--- config.mk ---
export PLATFORM = sky130hd
export DESIGN_NAME = multi_pulse_generator
export DESIGN_NICKNAME = d
export VERILOG_FILES = /design/src/rtl/multi_pulse_generator.sv
export SDC_FILE = /design/constraint.sdc
export NUM_CORES = 1
export LEC_CHECK = 0
export BUFFER_PORTS_ARGS = -buffer_cell sky130_fd_sc_hd__buf_4
export CAP_MARGIN = 10
export CORE_ASPECT_RATIO = 0.75
export CORE_MARGIN = 2
export CORE_UTILIZATION = 66
export DETAILED_ROUTE_END_ITERATION = 10
export PLACE_DENSITY = 0.84
export SYNTH_ARGS = -nofsm -noshare
export SYNTH_HDL_FRONTEND = slang
export SYNTH_SLANG_ARGS = --single-unit
--- constraint.sdc ---
create_clock -name clk -period 7.7 [get_ports clk]
set_input_delay 0.385 -clock clk [delete_from_list [all_inputs] [get_ports clk]]
set_output_delay 0.385 -clock clk [all_outputs]
set_load 0.03 [all_outputs]
--- src/rtl/multi_pulse_generator.sv ---
// NUM_CH independent programmable pulse trains (continuous / one-shot / burst)
// sharing a single configuration write port with shadowed, period-aligned updates.
module multi_pulse_generator #(
  parameter int NUM_CH       = 4,
  parameter int CNT_W        = 8,
  parameter int DEF_PERIOD   = 3,
  parameter int DEF_DURATION = 2,
  localparam int CH_W        = (NUM_CH > 1) ? $clog2(NUM_CH) : 1
) (
  input  logic              clk,
  input  logic              rst_n,
  input  logic              cfg_we,
  input  logic [CH_W-1:0]   cfg_ch,
  input  logic [CNT_W-1:0]  cfg_period,
  input  logic [CNT_W-1:0]  cfg_duration,
  input  logic [1:0]        cfg_mode,
  input  logic [CNT_W-1:0]  cfg_burst,
  input  logic [NUM_CH-1:0] start,
  input  logic [NUM_CH-1:0] stop,
  output logic [NUM_CH-1:0] pulse,
  output logic [NUM_CH-1:0] busy,
  output logic [NUM_CH-1:0] done,
  output logic              cfg_err
);

  typedef enum logic {
    IDLE = 1'b0,
    RUN  = 1'b1
  } state_e;

  localparam logic [1:0] MODE_CONT    = 2'd0;
  localparam logic [1:0] MODE_ONESHOT = 2'd1;
  localparam logic [1:0] MODE_BURST   = 2'd2;
  localparam logic [1:0] MODE_RSVD    = 2'd3;

  localparam logic [CH_W:0] NUM_CH_W = (CH_W + 1)'(NUM_CH);

  logic cfgValid;
  logic cfgErr_q;
  logic cfgErr_d;

  // A rejected write must leave every channel untouched, so validity gates all writes.
  always_comb begin
    cfgValid = 1'b1;
    if (cfg_period < CNT_W'(2)) begin
      cfgValid = 1'b0;
    end
    if ((cfg_duration == '0) || (cfg_duration >= cfg_period)) begin
      cfgValid = 1'b0;
    end
    if (cfg_mode == MODE_RSVD) begin
      cfgValid = 1'b0;
    end
    if ((cfg_mode == MODE_BURST) && (cfg_burst == '0)) begin
      cfgValid = 1'b0;
    end
    if ({1'b0, cfg_ch} >= NUM_CH_W) begin
      cfgValid = 1'b0;
    end
  end

  assign cfgErr_d = cfg_we & ~cfgValid;

  always_ff @(posedge clk or negedge rst_n) begin
    if (!rst_n) begin
      cfgErr_q <= 1'b0;
    end else begin
      cfgErr_q <= cfgErr_d;
    end
  end

  assign cfg_err = cfgErr_q;

  for (genvar i = 0; i < NUM_CH; i++) begin : g_ch
    state_e           state_q, state_d;
    logic [CNT_W-1:0] cnt_q, cnt_d;
    logic [CNT_W-1:0] burstCnt_q, burstCnt_d;
    logic [CNT_W-1:0] actPeriod_q, actPeriod_d;
    logic [CNT_W-1:0] actDuration_q, actDuration_d;
    logic [1:0]       actMode_q, actMode_d;
    logic [CNT_W-1:0] actBurst_q, actBurst_d;
    logic [CNT_W-1:0] shPeriod_q, shPeriod_d;
    logic [CNT_W-1:0] shDuration_q, shDuration_d;
    logic [1:0]       shMode_q, shMode_d;
    logic [CNT_W-1:0] shBurst_q, shBurst_d;
    logic             pending_q, pending_d;
    logic             pulse_q, pulse_d;
    logic             done_q, done_d;
    logic             wrHit;
    logic             wrap;
    logic             finish;

    assign wrHit  = cfg_we && cfgValid && (cfg_ch == CH_W'(i));
    assign wrap   = (cnt_q == (actPeriod_q - CNT_W'(1)));
    assign finish = wrap && ((actMode_q == MODE_ONESHOT) ||
                             ((actMode_q == MODE_BURST) && (burstCnt_q >= actBurst_q)));

    // Shadow updates only reach the active set at a period boundary (or while idle),
    // so a running channel never sees a period with mixed settings.
    always_comb begin
      state_d       = state_q;
      cnt_d         = cnt_q;
      burstCnt_d    = burstCnt_q;
      actPeriod_d   = actPeriod_q;
      actDuration_d = actDuration_q;
      actMode_d     = actMode_q;
      actBurst_d    = actBurst_q;
      shPeriod_d    = shPeriod_q;
      shDuration_d  = shDuration_q;
      shMode_d      = shMode_q;
      shBurst_d     = shBurst_q;
      pending_d     = pending_q;
      pulse_d       = 1'b0;
      done_d        = 1'b0;

      if (wrHit) begin
        shPeriod_d   = cfg_period;
        shDuration_d = cfg_duration;
        shMode_d     = cfg_mode;
        shBurst_d    = cfg_burst;
        pending_d    = 1'b1;
      end

      case (state_q)
        IDLE: begin
          if (wrHit) begin
            actPeriod_d   = cfg_period;
            actDuration_d = cfg_duration;
            actMode_d     = cfg_mode;
            actBurst_d    = cfg_burst;
            pending_d     = 1'b0;
          end
          if (start[i] && !stop[i]) begin
            state_d    = RUN;
            cnt_d      = '0;
            burstCnt_d = CNT_W'(1);
            pulse_d    = 1'b1;
          end
        end

        RUN: begin
          if (stop[i] || finish) begin
            state_d = IDLE;
            cnt_d   = '0;
            done_d  = !stop[i];
            if (wrHit) begin
              actPeriod_d   = cfg_period;
              actDuration_d = cfg_duration;
              actMode_d     = cfg_mode;
              actBurst_d    = cfg_burst;
            end else if (pending_q) begin
              actPeriod_d   = shPeriod_q;
              actDuration_d = shDuration_q;
              actMode_d     = shMode_q;
              actBurst_d    = shBurst_q;
            end
            pending_d = 1'b0;
          end else if (wrap) begin
            cnt_d = '0;
            if (actMode_q == MODE_BURST) begin
              burstCnt_d = burstCnt_q + CNT_W'(1);
            end
            // A write landing on this very edge stays pending for the next wrap.
            if (pending_q) begin
              actPeriod_d   = shPeriod_q;
              actDuration_d = shDuration_q;
              actMode_d     = shMode_q;
              actBurst_d    = shBurst_q;
              pending_d     = wrHit;
            end
            pulse_d = (CNT_W'(0) < actDuration_d);
          end else begin
            cnt_d   = cnt_q + CNT_W'(1);
            pulse_d = (cnt_d < actDuration_q);
          end
        end

        default: begin
          state_d = IDLE;
        end
      endcase
    end

    always_ff @(posedge clk or negedge rst_n) begin
      if (!rst_n) begin
        state_q       <= IDLE;
        cnt_q         <= '0;
        burstCnt_q    <= '0;
        actPeriod_q   <= CNT_W'(DEF_PERIOD);
        actDuration_q <= CNT_W'(DEF_DURATION);
        actMode_q     <= MODE_CONT;
        actBurst_q    <= CNT_W'(1);
        shPeriod_q    <= CNT_W'(DEF_PERIOD);
        shDuration_q  <= CNT_W'(DEF_DURATION);
        shMode_q      <= MODE_CONT;
        shBurst_q     <= CNT_W'(1);
        pending_q     <= 1'b0;
        pulse_q       <= 1'b0;
        done_q        <= 1'b0;
      end else begin
        state_q       <= state_d;
        cnt_q         <= cnt_d;
        burstCnt_q    <= burstCnt_d;
        actPeriod_q   <= actPeriod_d;
        actDuration_q <= actDuration_d;
        actMode_q     <= actMode_d;
        actBurst_q    <= actBurst_d;
        shPeriod_q    <= shPeriod_d;
        shDuration_q  <= shDuration_d;
        shMode_q      <= shMode_d;
        shBurst_q     <= shBurst_d;
        pending_q     <= pending_d;
        pulse_q       <= pulse_d;
        done_q        <= done_d;
      end
    end

    assign pulse[i] = pulse_q;
    assign busy[i]  = (state_q == RUN);
    assign done[i]  = done_q;
  end

endmodule

==> reports/results.txt <==
Least-Margin Pin Slew = 1.22 ns
Synth top area share = 39.6%
Largest net degree at the start of global routing = 163
Drt wl/cell = 20.1 um
Die area = 25900 um2
CP required = 8.14 ns
Worst-path clk slew = 0.07 ns
Sequential Power Share = 44.4%
Pwr dens = 291 nW/um2
Post-CTS Setup Bufs = 0
Cell Count, Final, Fillers Out = 2049
Final Cycle Share = 52.1%
Antenna Nets Post-Route = 0
Die X = 185 um
Most common cell after layout, fill and taps aside = nand2_1
Placed Cells = 1995
Post-route DRC = 0
#FFs+latches synth = 289
Critical path type = reg2reg
Post-Synthesis Net Count = 1834
CP max stage delay = 0.89 ns
CP Cell Sequence = inv_1 > ha_1 > nor3b_2 > mux2_2 > mux2i_1 > a2111oi_2 > a21oi_1 > or3_1 > a221o_1
DIE HEIGHT = 140 um
Vias = 13400
Psw = 1.69 mW
Commonest non-fill, non-tap cells in the layout = nand2_1 (261), dfrtp_1 (257), inv_1 (135), a221o_1 (108), o21ai_0 (95)
# setup viols final = 0
Latest clock arrival within the worst-skew pair = 0.55 ns
Core area = 24100 um2
Layout Skew = 0.00850 ns
Detailed Place HPWL = 27500 um
First-pass GRT wire length = 66600 um
Cell taking the most area after synthesis = dfrtp_1
Clock Sink Count = 289
Share of cells above drive strength 1 = 11.6%
Sw Ratio = 32.8%
Detailed Routing Iterations Pass 1 = 6
Max_cap viols = 0
Post-synth EDFFs = 0
Post-Syn Area = 16300 um2
Final wirelength = 41200 um
Clk buf depth = 3
Dominant synthesized flop cell = dfrtp_1
Final Wtd Congestion = 0.916
Worst vdd ir = 0.000219 V
Comb power frac = 25.9%
Cell Rows = 49
Initial antenna violation count = 0
Outcome = completed
Syn Area/Cell = 9.48 um2
Ports = 52
Slew Limit Fails = 0
Diode count = 0
Library cells used by synthesis = 71
Hold Fails Final Rpt = 0
Fin crit period = 4.01 ns
Nets = 1815
Area Overhead vs Synth = 8.96%
Vias in the first global route = 12900
Static Leak = 8.47 nW
Slowest cell on crit path = or3_1
Gr ovfl total = 0
Relative slew slack = 18.6%
Initial DRC Count = 1540
Worst min-delay path class = in2reg
Port Buf Inserts = 51
Vias per cell = 6.53
CP Max Fanout = 26
Register area share after synthesis = 44.7%
Worst Setup End Kind = flop
CTS tree = yes
Initial Util = 67.5%
Syn. warnings = 0
Setup TNS = 0 ns
Asr flop ratio synth = 100%
Area contributors post-synth = dfrtp_1 (40%), a221o_1 (6.7%), ha_1 (6.2%)
CTS Buf Count = 28
CTS Root Cell = clkbuf_16
Buffer and inverter count on the worst path = 1
Max Clock Freq = 0.249 GHz
CP arrival = 4.45 ns
Power Internal = 3.46 mW
Delay-heaviest family, CP = compound AO/OA/AOI/OAI gates
Post-Syn Instances = 1715
H-tree Lvls = 1
Post-Route Utilization = 73.5%
Unrepaired setup endpoints after global routing = no
Clock group share of total power = 29.7%
Startpoint types = flop
Total GRT Usage = 32.0%
-- synth_stat cells (all sizes together), types with 15 or more instances --
master  count
nand3      41
a221o     108
o21ai      98
nand2     261
or4        15
mux2       25
inv       135
nor3       59
xnor2      36
buf        54
xor2       27
o211a      28
a22o       23
dfrtp     257
mux2i      15
a21oi      48
clkbuf     63
nor2       68
ha         80
dfstp      32
and3       19
nor4       27
-- routing by layer --
layer	GRT usage, %	share of wire, %	wire length, um	up-vias
met4	8.40	2.5	1040	0
met5	0	0	0	-
met3	5.15	8.0	3320	93
met1	46.0	42	17300	6598
met2	51.1	47	19600	548
li1	-	-	-	6144
-- registers in the layout, summed over array words and instances, names as in the netlist --
signal	flops
cfg_err	1
g_ch.actBurst_q	32
g_ch.actDuration_q	32
g_ch.actMode_q	8
g_ch.actPeriod_q	32
g_ch.burstCnt_q	32
g_ch.cnt_q	32
g_ch.done_q	4
g_ch.pending_q	4
g_ch.pulse_q	4
g_ch.shBurst_q	32
g_ch.shDuration_q	32
g_ch.shMode_q	8
g_ch.shPeriod_q	32
g_ch.state_q	4
-- per-stage QoR --
step	worst slack, ns	cell area, um2	total power [mW]	hold slack [ns]
2_1_floorplan	4.69	16300	3.21	0.0894
3_3_place_gp	3.89	16700	3.51	0.447
3_5_place_dp	3.74	16700	3.61	0.451
4_1_cts	3.69	17700	5.14	0.119
5_1_grt	3.45	17700	5.42	0.134
6_report	3.69	17700	5.15	0.136
-- kinds of logic (layout without fill, tap and decap cells) --
logic type	count (synthesis)	in the layout	synth area share, %
AO/OA/AOI/OAI	417	417	19.7
XOR/XNOR	63	63	3.39
adder cells (fa/ha/maj)	80	80	6.16
buffers and inverters	252	255	6.46
flip-flops	289	289	44.7
multiplexers	40	40	2.66
AND/OR/NAND/NOR	574	574	16.9
-- worst register-to-register path: cells and delay by family, from the launching register on --
kind | cells | cell delay (ns)
AOI/OAI and AO/OA | 3 | 1.63
and+or+nand+nor | 2 | 1.08
DFF | 1 | 0.57
muxes | 2 | 0.33
adders and majority gates | 1 | 0.22
buffers and inverters | 1 | 0.06
-- power by group through the flow --
| stage | Sequential, mW | Clock, mW | Combinational (mW) |
|---|---|---|---|
| floorplan | 2.16 | 0 | 1.04 |
| global placement | 2.28 | 0 | 1.23 |
| detailed placement | 2.29 | 0 | 1.31 |
| CTS | 2.27 | 1.54 | 1.33 |
| global route | 2.33 | 1.60 | 1.49 |
| finish | 2.29 | 1.53 | 1.33 |
-- repair_timing --
action / 4_1_cts / 5_1_grt
hold buffers: 1 / 0
gates resized for setup: 0 / 0
endpoints found under the hold margin: 47 / 0
-- cell type report --
class	count	area [um2]
multi-input cells	1174	7960
clock inverters	20	270
flip-flops and latches	289	7270
fillers	1793	6380
well taps	331	414
inverters	135	507
repair buffers	68	531
clock buffers	32	757
-- final timing paths --
path / from / to / slack [ns] / depth (start not counted)
worst min register to register: g_ch[0].shPeriod_q[0] / g_ch[0].shPeriod_q[0] / 0.46 / 2
min in group asynchronous: rst_n / g_ch[2].pending_q / 0.49 / 2
worst max register to register: g_ch[2].actPeriod_q[0] / g_ch[2].actDuration_q[7] / 3.69 / 9
worst min-delay path: cfg_burst[0] / g_ch[3].shBurst_q[0] / 0.14 / 3
max in group asynchronous: rst_n / g_ch[3].burstCnt_q[7] / 5.83 / 3
worst max-delay path: g_ch[2].actPeriod_q[0] / g_ch[2].actDuration_q[7] / 3.69 / 9
(Power assumes the default switching activity.)
